[src/rtl/bf_pkg.sv]
`default_nettype none
// ============================================================================
// Module   : bf_pkg
// Brief    : Opcodes, FSM state encodings and helpers for the tape-machine core.
// Revision : 1.0
// ============================================================================
package bf_pkg;

  localparam int INSTR_WIDTH = 4;
  localparam int STATE_WIDTH = 4;

  typedef enum logic [INSTR_WIDTH-1:0] {
    OP_INC    = 4'd0,
    OP_DEC    = 4'd1,
    OP_INCSP  = 4'd2,
    OP_DECSP  = 4'd3,
    OP_LOOPZ  = 4'd4,
    OP_LOOPNZ = 4'd5,
    OP_CIN    = 4'd6,
    OP_COUT   = 4'd7,
    OP_HALT   = 4'd8
  } opcode_t;

  localparam logic [STATE_WIDTH-1:0] c_s_fetch    = 4'd0;
  localparam logic [STATE_WIDTH-1:0] c_s_decode   = 4'd1;
  localparam logic [STATE_WIDTH-1:0] c_s_exec     = 4'd2;
  localparam logic [STATE_WIDTH-1:0] c_s_skip_f   = 4'd3;
  localparam logic [STATE_WIDTH-1:0] c_s_skip_c   = 4'd4;
  localparam logic [STATE_WIDTH-1:0] c_s_in_wait  = 4'd5;
  localparam logic [STATE_WIDTH-1:0] c_s_out_wait = 4'd6;
  localparam logic [STATE_WIDTH-1:0] c_s_halt     = 4'd7;
  localparam logic [STATE_WIDTH-1:0] c_s_error    = 4'd8;

  function automatic logic is_legal(input logic [INSTR_WIDTH-1:0] op);
    return (op <= OP_HALT);
  endfunction

endpackage
`default_nettype wire

[src/rtl/bf_loop_stack.sv]
`default_nettype none
// ============================================================================
// Module   : bf_loop_stack
// Brief    : LOOP_DEPTH x PC_WIDTH LIFO holding open-loop return addresses.
// Revision : 1.0
// ============================================================================
module bf_loop_stack #(
  parameter int LOOP_DEPTH = 16,
  parameter int PC_WIDTH   = 16
) (
  input  logic                clock,
  input  logic                reset_n,
  input  logic                push,
  input  logic                pop,
  input  logic [PC_WIDTH-1:0] push_data,
  output logic [PC_WIDTH-1:0] top,
  output logic                full,
  output logic                empty
);

  localparam int                c_ptr_w = $clog2(LOOP_DEPTH);
  localparam logic [c_ptr_w:0]  c_full  = (c_ptr_w+1)'(LOOP_DEPTH);

  logic [c_ptr_w:0]    r_count;
  logic [PC_WIDTH-1:0] r_mem [LOOP_DEPTH];
  logic [c_ptr_w-1:0]  w_top_idx;

  assign full      = (r_count == c_full);
  assign empty     = (r_count == '0);
  // Low bits wrap to the last slot when the stack is exactly full.
  assign w_top_idx = r_count[c_ptr_w-1:0] - 1'b1;
  assign top       = r_mem[w_top_idx];

  always_ff @(posedge clock or negedge reset_n) begin
    if (!reset_n) begin
      r_count <= '0;
    end else if (push && !full) begin
      r_count <= r_count + 1'b1;
    end else if (pop && !empty) begin
      r_count <= r_count - 1'b1;
    end
  end

  always_ff @(posedge clock) begin
    if (push && !full) begin
      r_mem[r_count[c_ptr_w-1:0]] <= push_data;
    end
  end

endmodule
`default_nettype wire

[src/rtl/bf_core_p.sv]
`default_nettype none
// ============================================================================
// Module   : bf_core_p
// Brief    : Parametrised tape-machine core with loop stack, skip scan and I/O.
// Revision : 1.0
// ============================================================================
module bf_core_p
  import bf_pkg::*;
#(
  parameter int CELL_WIDTH = 8,
  parameter int TAPE_AW    = 16,
  parameter int PC_WIDTH   = 16,
  parameter int LOOP_DEPTH = 16
) (
  input  logic                   clock,
  input  logic                   reset_n,
  output logic [PC_WIDTH-1:0]    pmem_addr,
  input  logic [INSTR_WIDTH-1:0] pmem_data_read,
  output logic [TAPE_AW-1:0]     tape_addr,
  input  logic [CELL_WIDTH-1:0]  tape_data_read,
  output logic                   tape_we,
  output logic [CELL_WIDTH-1:0]  tape_data_write,
  input  logic                   in_valid,
  output logic                   in_ready,
  input  logic [CELL_WIDTH-1:0]  in_data,
  output logic                   out_valid,
  input  logic                   out_ready,
  output logic [CELL_WIDTH-1:0]  out_data,
  output logic                   halted,
  output logic                   error
);

  localparam logic [PC_WIDTH-1:0] c_nest_one = PC_WIDTH'(1);

  logic [STATE_WIDTH-1:0] r_state;
  logic [PC_WIDTH-1:0]    r_pc;
  logic [TAPE_AW-1:0]     r_sp;
  logic [INSTR_WIDTH-1:0] r_op;
  logic [CELL_WIDTH-1:0]  r_cell;
  logic [PC_WIDTH-1:0]    r_nest;
  logic                   r_in_ready;
  logic                   r_out_valid;
  logic [CELL_WIDTH-1:0]  r_out_data;

  logic                   w_push;
  logic                   w_pop;
  logic [PC_WIDTH-1:0]    w_top;
  logic                   w_full;
  logic                   w_empty;
  logic                   w_cell_nz;
  logic [PC_WIDTH-1:0]    w_pc_inc;
  logic                   w_we;
  logic [CELL_WIDTH-1:0]  w_wd;

  assign w_cell_nz = (r_cell != '0);
  assign w_pc_inc  = r_pc + 1'b1;
  assign w_push    = (r_state == c_s_exec) && (r_op == OP_LOOPZ) && w_cell_nz && !w_full;
  assign w_pop     = (r_state == c_s_exec) && (r_op == OP_LOOPNZ) && !w_cell_nz && !w_empty;

  bf_loop_stack #(
    .LOOP_DEPTH (LOOP_DEPTH),
    .PC_WIDTH   (PC_WIDTH)
  ) u_stack (
    .clock     (clock),
    .reset_n   (reset_n),
    .push      (w_push),
    .pop       (w_pop),
    .push_data (r_pc),
    .top       (w_top),
    .full      (w_full),
    .empty     (w_empty)
  );

  // Writes are decoded from state so reset or a terminal state can never leave a strobe high.
  always_comb begin
    w_we = 1'b0;
    w_wd = '0;
    if (r_state == c_s_exec && (r_op == OP_INC || r_op == OP_DEC)) begin
      w_we = 1'b1;
      w_wd = (r_op == OP_INC) ? r_cell + 1'b1 : r_cell - 1'b1;
    end else if (r_state == c_s_in_wait && in_valid && r_in_ready) begin
      w_we = 1'b1;
      w_wd = in_data;
    end
  end

  always_ff @(posedge clock or negedge reset_n) begin
    if (!reset_n) begin
      r_state     <= c_s_fetch;
      r_pc        <= '0;
      r_sp        <= '0;
      r_op        <= '0;
      r_cell      <= '0;
      r_nest      <= '0;
      r_in_ready  <= 1'b0;
      r_out_valid <= 1'b0;
      r_out_data  <= '0;
    end else begin
      case (r_state)
        c_s_fetch: r_state <= c_s_decode;
        c_s_decode: begin
          r_op   <= pmem_data_read;
          r_cell <= tape_data_read;
          case (pmem_data_read)
            OP_CIN: begin
              r_state    <= c_s_in_wait;
              r_in_ready <= 1'b1;
            end
            OP_COUT: begin
              r_state     <= c_s_out_wait;
              r_out_valid <= 1'b1;
              r_out_data  <= tape_data_read;
            end
            OP_HALT: r_state <= c_s_halt;
            default: r_state <= is_legal(pmem_data_read) ? c_s_exec : c_s_error;
          endcase
        end
        c_s_exec: begin
          r_state <= c_s_fetch;
          r_pc    <= w_pc_inc;
          case (r_op)
            OP_INCSP: r_sp <= r_sp + 1'b1;
            OP_DECSP: r_sp <= r_sp - 1'b1;
            OP_LOOPZ: begin
              if (w_cell_nz) begin
                if (w_full) r_state <= c_s_error;
              end else begin
                r_nest  <= c_nest_one;
                r_state <= (r_pc == '1) ? c_s_error : c_s_skip_f;
              end
            end
            OP_LOOPNZ: begin
              if (w_empty) r_state <= c_s_error;
              else if (w_cell_nz) r_pc <= w_top + 1'b1;
            end
            default: ;
          endcase
        end
        c_s_skip_f: r_state <= c_s_skip_c;
        c_s_skip_c: begin
          if (pmem_data_read == OP_LOOPNZ && r_nest == c_nest_one) begin
            r_pc    <= w_pc_inc;
            r_state <= c_s_fetch;
          end else if (r_pc == '1) begin
            r_state <= c_s_error;
          end else begin
            r_pc    <= w_pc_inc;
            r_state <= c_s_skip_f;
            if (pmem_data_read == OP_LOOPZ) r_nest <= r_nest + 1'b1;
            else if (pmem_data_read == OP_LOOPNZ) r_nest <= r_nest - 1'b1;
          end
        end
        c_s_in_wait: begin
          if (in_valid && r_in_ready) begin
            r_in_ready <= 1'b0;
            r_pc       <= w_pc_inc;
            r_state    <= c_s_fetch;
          end
        end
        c_s_out_wait: begin
          if (out_ready && r_out_valid) begin
            r_out_valid <= 1'b0;
            r_pc        <= w_pc_inc;
            r_state     <= c_s_fetch;
          end
        end
        default: ;
      endcase
    end
  end

  assign pmem_addr       = r_pc;
  assign tape_addr       = r_sp;
  assign tape_we         = w_we;
  assign tape_data_write = w_wd;
  assign in_ready        = r_in_ready;
  assign out_valid       = r_out_valid;
  assign out_data        = r_out_data;
  assign halted          = (r_state == c_s_halt);
  assign error           = (r_state == c_s_error);

endmodule
`default_nettype wire

[config.mk]
export PLATFORM = sky130hd
export DESIGN_NAME = bf_core_p
export DESIGN_NICKNAME = d
export VERILOG_FILES = /design/src/rtl/bf_pkg.sv /design/src/rtl/bf_loop_stack.sv /design/src/rtl/bf_core_p.sv
export SDC_FILE = /design/constraint.sdc
export NUM_CORES = 1
export LEC_CHECK = 0
export BUFFER_PORTS_ARGS = -buffer_cell sky130_fd_sc_hd__buf_2
export CAP_MARGIN = 20
export CORE_MARGIN = 5
export CORE_UTILIZATION = 35
export DETAILED_ROUTE_END_ITERATION = 8
export SKIP_CTS_REPAIR_TIMING = 1
export SYNTH_ARGS = -nofsm -noshare
export SYNTH_HDL_FRONTEND = slang
export SYNTH_SLANG_ARGS = --single-unit
[constraint.sdc]
create_clock -name clock -period 6.8 [get_ports clock]
set_clock_uncertainty 0.2 [all_clocks]
set_input_delay 1.7 -clock clock [delete_from_list [all_inputs] [get_ports clock]]
set_output_delay 1.7 -clock clock [all_outputs]
set_load 0.1 [all_outputs]
## Word-level counts from Yosys, hierarchy flattened

Memories as Yosys holds them, arrays and structs flattened.
Cells that the tools add are included.

- Register bits: 79
- Bits in latches: 0
- Bits in writable memories: 256
- Bits in read-only memories: 0
- Memories: 1

Memories:

| name | words | bits a word | read ports | clocked after memory_dff | wr ports | line | RTL |
|---|---|---|---|---|---|---|---|
| u_stack.r_mem | 16 | 16 | 1 | 0 | 1 | bf_loop_stack.sv:25 | `logic [PC_WIDTH-1:0] r_mem [LOOP_DEPTH];` |

- Add/subtract/negate cells: 11
- Multipliers: 0
- Divide/modulo/power cells: 0
- Order comparisons: 1
- Equality and inequality tests: 31
- Shift operators: 0
- Mux-type cells: 42
- Bitwise gates (word level): 0
- Reduce and logical (&&, ||, !) cells: 36

Operators with widths:

| kind | number |
|---|---|
| 16-bit 2-to-1 mux | 13 |
| 16-bit by 1-bit adder with 16-bit output (second input constant) | 4 |
| 16-bit one-hot mux with 2 select lines | 2 |
| 16-bit one-hot mux with 4 select lines | 1 |
| 4-bit by 3-bit equality test with 1-bit output (second input constant) | 10 |
| 4-bit 2-to-1 mux | 8 |
| 16-bit by 1-bit subtractor with 16-bit output (second input constant) | 2 |
| 4-bit one-hot mux with 7 select lines | 1 |
| 8-bit 2-to-1 mux | 3 |
| 16-bit by 1-bit equality test with 1-bit output (second input constant) | 1 |
| 16-bit equality test (second input constant) | 1 |
| 4-bit by 2-bit equality test with 1-bit output (second input constant) | 4 |
| 1-bit logical AND | 14 |
| 2-bit != test (second input constant) | 7 |
| 4-bit one-hot mux with 3 select lines | 1 |
| 5-bit 2-to-1 mux | 2 |
| 2-bit nonzero test | 5 |
| 3-bit AND reduction | 3 |
| 8-bit by 1-bit adder with 8-bit output (second input constant) | 1 |
| 4-bit by 1-bit equality test with 1-bit output (second input constant) | 2 |
| 4-bit equality test (second input constant) | 2 |
| 4-bit zero test | 2 |
| 1-bit 2-to-1 mux | 8 |
| 4-bit one-hot mux with 2 select lines | 1 |
| other kinds (18) | 23 |

## Logic depth before layout (Yosys ltp)

Gate-level depths: netlist (run 1).

- Depth after elaboration: 7
- Depth in mapped cells: 19
- Mapped depth without buffers: 14

## Modules after synthesis

From an unflattened synthesis (run 1), not the netlist that was laid out.

- Cell total of the unflattened synthesis: 1220
- Area, all modules: 15855.2 um^2

By module, submodules not included:

| module | times used | cells each | area an instance (um^2) | sequential area each (um^2) |
|---|---|---|---|---|
| bf_loop_stack | 1 | 601 | 10451.3 | 7812.5 |
| bf_core_p | 1 | 619 | 5403.9 | 1851.8 |

## Worst setup path before layout (run 1)

No wires, ideal clock.

- Path kind: register to output
- Start: register r_op[0]
- End: output tape_data_write[5]
- Arrival: 4.333 ns
- Setup slack: 0.567 ns
- Cell stages (with the launch flop): 10
- Cell sequence: dfrtp_1 > clkbuf_1 > or4_1 > ha_1 > a21o_1 > a21oi_1 > o21bai_1 > a21oi_1 > xnor2_1 > o21ai_0

- Word-level cells in the longest chain between the ends: 4

Ends and longest elaborated chain:

| element | line | RTL |
|---|---|---|
| start: declaration | bf_core_p.sv:38 | `logic [INSTR_WIDTH-1:0] r_op;` |
| start signal: assignment | bf_core_p.sv:102 | `r_op <= pmem_data_read;` |
| 4-bit by 1-bit equality test with 1-bit output or 4-bit zero test (tied branches) | bf_core_p.sv:78, bf_core_p.sv:80 |  |
| 1-bit logical OR | bf_core_p.sv:78 | `if (r_state == c_s_exec && (r_op == OP_INC \|\| r_op == OP_DEC)) begin` |
| 1-bit logical AND | bf_core_p.sv:78 |  |
| 8-bit 2-to-1 mux * | bf_core_p.sv:78 |  |
| end: declaration | bf_core_p.sv:22 | `output logic [CELL_WIDTH-1:0] tape_data_write,` |

Every way passes the cells marked *; elsewhere a longest branch is shown, timed or not.

## Worst setup path in the final report (run 1)

- Start: register r_op[0]
- End: output tape_data_write[7]

The elaborated chain is that of the path after synthesis.

==> impl_metrics.yaml, run 1 <==
run_status:
  outcome: "finished clean"
final_layout:
  diodes: 0
  fin_area_sq_mm: 0.0177
  nFillCells: 3929
  final_layout_size_suffix_gt1_share_pct: 25.0
  nets: 1199
  area_growth_pct: 15.3
sta:
  rsz0062_at_grt: "false"
  drv_slew: 0
  min_period_ns: 5.79
  tns_ns: 0
  slew_headroom_pct: 35.8
  setup_violations: 0
  worstMarginPinSlew_ns: 0.962
  hold_viol: 0
  finalCritPeriodShare_pct: 85.2
  clock.fmax_ghz: 0.173
cts:
  cts_tree: "done"
  h-tree-depth: 2
  path_clk_slew_ns: 0.06
  clkSinkCount: 335
  clockRootBuffer: "clkbuf_16"
  cts_buffer_depth: 3
  clk_latency_ns: 0.54
  numCtsBuffers: 37
critical_path:
  cp_cell_sequence: "or4_1 > ha_1 > a21o_1 > a21oi_1 > o21bai_1 > a21oi_1 > o21bai_1 > a21oi_1 > xnor3_1 > a22o_1 > buf_2"
  max_stage_delay_ns: 0.79
  critical_path.most_common_cell: "a21oi_1"
  path_class: "flip-flop to primary output"
  crit_path_end: "tape_data_write[7]"
  startpoint_type: "flip-flop"
  crit_start: "r_op[0]"
  crit_slowest_cell: "or4_1"
  regToRegStartpoint: "u_stack.r_count[0]"
  r2r_slack_ns: 2.36
  crit_arrival_ns: 3.89
  cp-end-kind: "primary output"
  path_buf_inv: 1
  critical-path-top-delay-family: "compound AO/OA/AOI/OAI gates"
  critPathRequiredTime_ns: 4.90
  path_depth: 11
  critPathMaxFanout: 16
  reg2regPathDepth: 12
  r2r-end: "pmem_addr[12]"
yosys:
  yosysWarnings: 0
  netlist_instances: 1040
  synth_edf_count: 256
  synth-seq-cells: 335
  synthArstFlopShare_pct: 23.6
  ys_seq_area_share_pct: 62.8
  ys.flop_type: "edfxtp_1"
  syn_nets: 1100
  yosysUniqueCellTypes: 77
  syn_area_sq_mm: 0.0154
  syn_area_per_cell_sq_um: 14.8
detailed_routing:
  viasPerCell: 5.26
  wl_per_cell_um: 20.1
  dr.pass1.iters: 5
  ant_nets: 0
  vias: 9215
  drt_wl_total_um: 35200
  post-route-drc-count: 0
  drtIter0Drc: 791
global_routing:
  antenna_found_initial: 0
  grt_usage_pct: 14.7
  gr-total-overflow: 0
  grt_pass1_wl_um: 55200
  grt_use_met1_pct: 21.1
  top_usage_layer: "met2"
  grt_pass1_vias: 9314
  grt_use_met2_pct: 23.1
  use_met3_pct: 3.38
  grt_max_degree: 46
floorplanning:
  die_h_um: 220
  rows: 76
  core_sq_mm: 0.0433
  ios: 77
  start_util_pct: 35.6
  die_x_um: 220
  dieArea_sq_mm: 0.0483
power_and_ir_drop:
  seq_power_share_pct: 52.8
  p_comb_share_pct: 0.6
  power_density_mw_per_mm2: 233
  ir_drop_mv: 0.133
  intPower_mw: 3.31
  p_leak_nw: 5.87
  swShare_pct: 19.9
  p_sw_mw: 0.824
  pwr-share-clk_pct: 46.6
placed_design:
  hpwl_um: 22900
  gp_congestion: 0.850
  dpl_cell_area_sq_mm: 0.0166
  io_buffers: 76
job:
  cap_violations: 0
worst_hold_path:
  worstHoldPathType: "flip-flop to flip-flop"
==> placed cells by master (no fill, tap or decap), types with 5 or more instances in the layout <==
cell / n
edfxtp_1: 256
dfrtp_1: 78
mux4_2: 75
nand2_1: 75
buf_2: 75
nor2_1: 52
o21ai_0: 51
a21oi_1: 44
clkbuf_16: 37
ha_1: 32
nand3_1: 28
buf_4: 28
inv_1: 23
xor2_1: 22
xnor2_1: 21
nor3_1: 20
mux2_2: 20
a31oi_1: 15
nor4_1: 14
and3_1: 14
or3_1: 12
o22ai_1: 9
and2_1: 8
clkbuf_1: 8
nor2b_1: 7
a21o_1: 7
nand4_1: 7
nor3b_1: 6
nand2b_1: 6
clkinv_2: 6
a22o_1: 5
nor2_2: 5
nor3_2: 5
==> state kept, by name, indices dropped and copies added (netlist names) <==
| register | cells |
|---|---|
| tape_addr | 16 |
| out_data | 8 |
| pmem_addr | 16 |
| out_valid | 1 |
| u_stack.r_count | 5 |
| r_state | 4 |
| r_op | 4 |
| in_ready | 1 |
| u_stack.r_mem | 256 |
| r_cell | 8 |
| r_nest | 16 |
==> power by group through the flow <==
stage                     Combinational, mW  Sequential (mW)  Clock [mW]
final                                0.0258             2.18        1.93
after CTS                            0.0267             2.18        1.98
after global placement               0.0265             2.22           0
after detailed placement             0.0267             2.22           0
after global routing                 0.0303             2.18        2.07
after floorplan                     0.00538             2.22           0
==> layout make-up <==
| cell class | instances | area, sq um | area share [%] |
|---|---|---|---|
| multi-input cells | 637 | 5490 | 30.9 |
| repair buffers | 104 | 593 | 3.34 |
| well taps | 585 | 732 | 4.12 |
| clock buffers | 48 | 997 | 5.62 |
| clock inverters | 18 | 175 | 0.987 |
| inverters | 24 | 90.1 | 0.508 |
| flip-flops and latches | 335 | 9670 | 54.5 |
==> logic make-up after synthesis <==
kind of cell | Yosys count | share of synthesized area [%]
DFF | 335 | 62.8
and+or+nand+nor | 288 | 9.82
AOI/OAI and AO/OA | 171 | 7.00
muxes | 96 | 12.5
buffers and inverters | 68 | 2.09
xor gates and xnor gates | 46 | 2.75
adders and majority gates | 36 | 3.07
==> Yosys cell counts, types with 4 or more instances <==
library cell  number  area [sq um]
a22o_1             5          43.8
inv_1             23          86.3
nand2_1           75           282
a21o_1             7          52.6
nand3_1           28           140
a31oi_1           15          93.8
nand4_1            7          43.8
buf_4              7          52.6
and3_1            14          87.6
xnor2_1           22           193
or3_1             12          75.1
nor2b_1            7          43.8
and2_1             8          50.1
nor4_1            17           106
a21oi_1           44           220
o31ai_1            4          30.0
mux4_2            75          1690
nor3b_1            7          52.6
dfrtp_1           79          1980
mux2_2            20           225
buf_2             14          70.1
nor2_1            57           214
nor3_1            24           120
ha_1              33           413
o22ai_1            9          56.3
xor2_1            22           193
nand2b_1           6          37.5
edfxtp_1         256          7690
o21ai_0           51           255
clkbuf_1          20          75.1
==> worst min path at each step <==
stage	startpoint	end	slack, ns	cells past startpoint
finish	tape_addr[15]	tape_addr[15]	0.28	1
global route	tape_addr[15]	tape_addr[15]	0.28	1
CTS	tape_addr[15]	tape_addr[15]	0.28	1
detailed placement	tape_addr[15]	tape_addr[15]	0.27	1
global placement	tape_addr[15]	tape_addr[15]	0.26	1
floorplan	u_stack.r_count[4]	u_stack.r_count[4]	0.25	1
==> metal layers <==
metal | vias up | wire length [um]
met5 | - | 0
met4 | 0 | 469
met3 | 39 | 2120
met2 | 216 | 16500
met1 | 4688 | 16100
li1 | 4272 | -
==> stage by stage <==
stage | setup WS (ns) | cells | hold slack [ns] | power, mW | util, %
after global routing | 0.728 | 1751 | 0.284 | 4.28 | 41.0
after detailed placement | 1.54 | 1684 | 0.266 | 2.25 | 38.3
after floorplan | 0.567 | 1040 | 0.252 | 2.23 | -
final | 1.01 | 1751 | 0.281 | 4.13 | 41.0
after global placement | 1.59 | 1684 | 0.260 | 2.25 | 38.3
after CTS | 0.963 | 1750 | 0.282 | 4.18 | 41.0
Power figures use the tool's default switching activity.
==> run 2, diff against run 1 <==
--- a/config.mk
+++ b/config.mk
@@ -8,8 +8,9 @@
 export BUFFER_PORTS_ARGS = -buffer_cell sky130_fd_sc_hd__buf_2
 export CAP_MARGIN = 20
 export CORE_MARGIN = 5
-export CORE_UTILIZATION = 35
+export CORE_UTILIZATION = 50
 export DETAILED_ROUTE_END_ITERATION = 8
+export PLACE_DENSITY = 0.67
 export SKIP_CTS_REPAIR_TIMING = 1
 export SYNTH_ARGS = -nofsm -noshare
 export SYNTH_HDL_FRONTEND = slang
==> run 2 against run 1 <==
Wire length decreased by 6.6%. Non-clock buffer count is 2 lower. Register-to-register slack worse by 0.08 ns. Design area shrank 0.56%. Power rose by 4.0%. Sequential power barely moved. Critical endpoint unchanged. Utilization grew 17 points. Largest cell class unchanged. Flip-flop and latch count is the same.
==> impl_metrics.yaml, run 2 (synthesized netlist as in run 1, its figures left out) <==
sta:
  clock.fmax_ghz: 0.171
  hold_viol: 0
  setup_violations: 0
  tns_ns: 0
  min_period_ns: 5.85
  worstMarginPinSlew_ns: 1.10
  rsz0062_at_grt: "false"
  slew_headroom_pct: 26.7
  finalCritPeriodShare_pct: 86.1
  drv_slew: 0
final_layout:
  multi_input_area_sq_mm: 0.00548
  final_common_cell: "edfxtp_1"
  seqCellArea_sq_mm: 0.00967
  area_growth_pct: 14.6
  diodes: 0
  final_layout_size_suffix_gt1_share_pct: 25.0
  final_cells: 1561
  nets: 1197
  largest_reg_flops: 256
  nFillCells: 2358
  final_cell_mix: "edfxtp_1, dfrtp_1, mux4_2, nand2_1, buf_2"
detailed_routing:
  wl_per_cell_um: 21.1
  wl_met2_um: 15800
  drt_wl_total_um: 32900
  viasPerCell: 5.90
  drtIter0Drc: 633
  post-route-drc-count: 0
  wl_met3_um: 2030
  ant_nets: 0
  vias: 9212
  dr.pass1.iters: 5
  dr.max_layer_used: "met4"
  met1_length_um: 14500
floorplanning:
  start_util_pct: 50.5
  die_x_um: 185
  die_h_um: 185
  core_sq_mm: 0.0305
  ios: 77
  dieArea_sq_mm: 0.0344
  rows: 64
cts:
  clkSinkCount: 335
  path_clk_slew_ns: 0.06
  h-tree-depth: 2
  clockRootBuffer: "clkbuf_16"
  numCtsBuffers: 37
  cts_tree: "done"
  cts_buffer_depth: 3
  clk_latency_ns: 0.51
power_and_ir_drop:
  power_density_mw_per_mm2: 243
  p_leak_nw: 5.93
  ir_drop_mv: 0.304
global_routing:
  gr-total-overflow: 0
  grt_max_degree: 80
  grt_pass1_vias: 9332
  grt_pass1_wl_um: 51900
  grt_usage_pct: 19.4
  antenna_found_initial: 0
run_status:
  outcome: "finished clean"
critical_path:
  path_class: "flip-flop to primary output"
  critical-path-top-delay-family: "compound AO/OA/AOI/OAI gates"
  crit_start: "r_op[0]"
  r2r_slack_ns: 2.28
  r2r-end: "pmem_addr[14]"
  crit_path_end: "tape_data_write[7]"
  critPathRequiredTime_ns: 4.90
  crit_slowest_cell: "or4_1"
  regToRegStartpoint: "u_stack.r_count[0]"
  max_stage_delay_ns: 0.78
  startpoint_type: "flip-flop"
  critical_path.most_common_cell: "a21oi_1"
  crit_arrival_ns: 3.95
  path_depth: 11
  cp-end-kind: "primary output"
  reg2regPathDepth: 10
  cp_cell_sequence: "or4_1 > ha_1 > a21o_1 > a21oi_1 > o21bai_1 > a21oi_1 > o21bai_1 > a21oi_1 > xnor3_1 > a22o_1 > buf_2"
  critPathMaxFanout: 16
  path_buf_inv: 1
worst_hold_path:
  worstHoldPathType: "flip-flop to flip-flop"
placed_design:
  place_inst: 1491
  io_buffers: 76
  hpwl_um: 20500
  gp_congestion: 0.834
job:
  cap_violations: 0
## run 2: metal layers
layer / global-route usage (%) / up-vias
met5: 0 / -
met4: 4.32 / 0
met3: 3.28 / 47
met2: 31.9 / 262
met1: 27.7 / 4626
li1: - / 4277
## run 2: worst register-to-register path, cell delays in order, from the launching register on
cell and delay, ns:
dfrtp_4 0.80, inv_1 0.27, ha_2 1.04, buf_4 0.48, mux4_2 0.38, mux4_2 0.56, nand4_4 0.18, nor3_2 0.08
and2b_1 0.17, xnor2_1 0.15, a21oi_1 0.09
## run 2: how the worst min path moves through the flow
stage                       startpoint  cells past startpoint                  to
floorplan           u_stack.r_count[4]                      1  u_stack.r_count[4]
global placement         tape_addr[15]                      1       tape_addr[15]
detailed placement       tape_addr[15]                      1       tape_addr[15]
CTS                      tape_addr[15]                      1       tape_addr[15]
global route             tape_addr[15]                      1       tape_addr[15]
finish                   tape_addr[15]                      1       tape_addr[15]
## run 2: cell type report
| class | instances | share of cell area, % |
|---|---|---|
| Multi-Input combinational cell | 637 | 31.1 |
| Sequential cell | 335 | 54.8 |
| Clock buffer | 42 | 5.71 |
| Clock inverter | 25 | 1.64 |
| Inverter | 24 | 0.510 |
| Tap cell | 396 | 2.81 |
| Timing Repair Buffer | 102 | 3.47 |
## run 2: report_power, final
| group | leakage, nW | switching (mW) | internal (mW) |
|---|---|---|---|
| Clock | 0.626 | 0.794 | 1.29 |
| Combinational | 2.40 | 0.0187 | 0.00882 |
| Sequential | 2.91 | 0 | 2.18 |
## run 2: per-stage QoR
step                      hold WS, ns  worst slack, ns  power, mW  util, %  area, sq um
after floorplan                 0.252            0.567       2.23        -        15400
after global placement          0.255             1.63       2.25     53.4        16300
after detailed placement        0.252             1.51       2.25     53.4        16300
after CTS                       0.268            0.945       4.33     57.7        17600
after global routing            0.286            0.693       4.42     57.8        17600
final                           0.268            0.947       4.30     57.8        17600
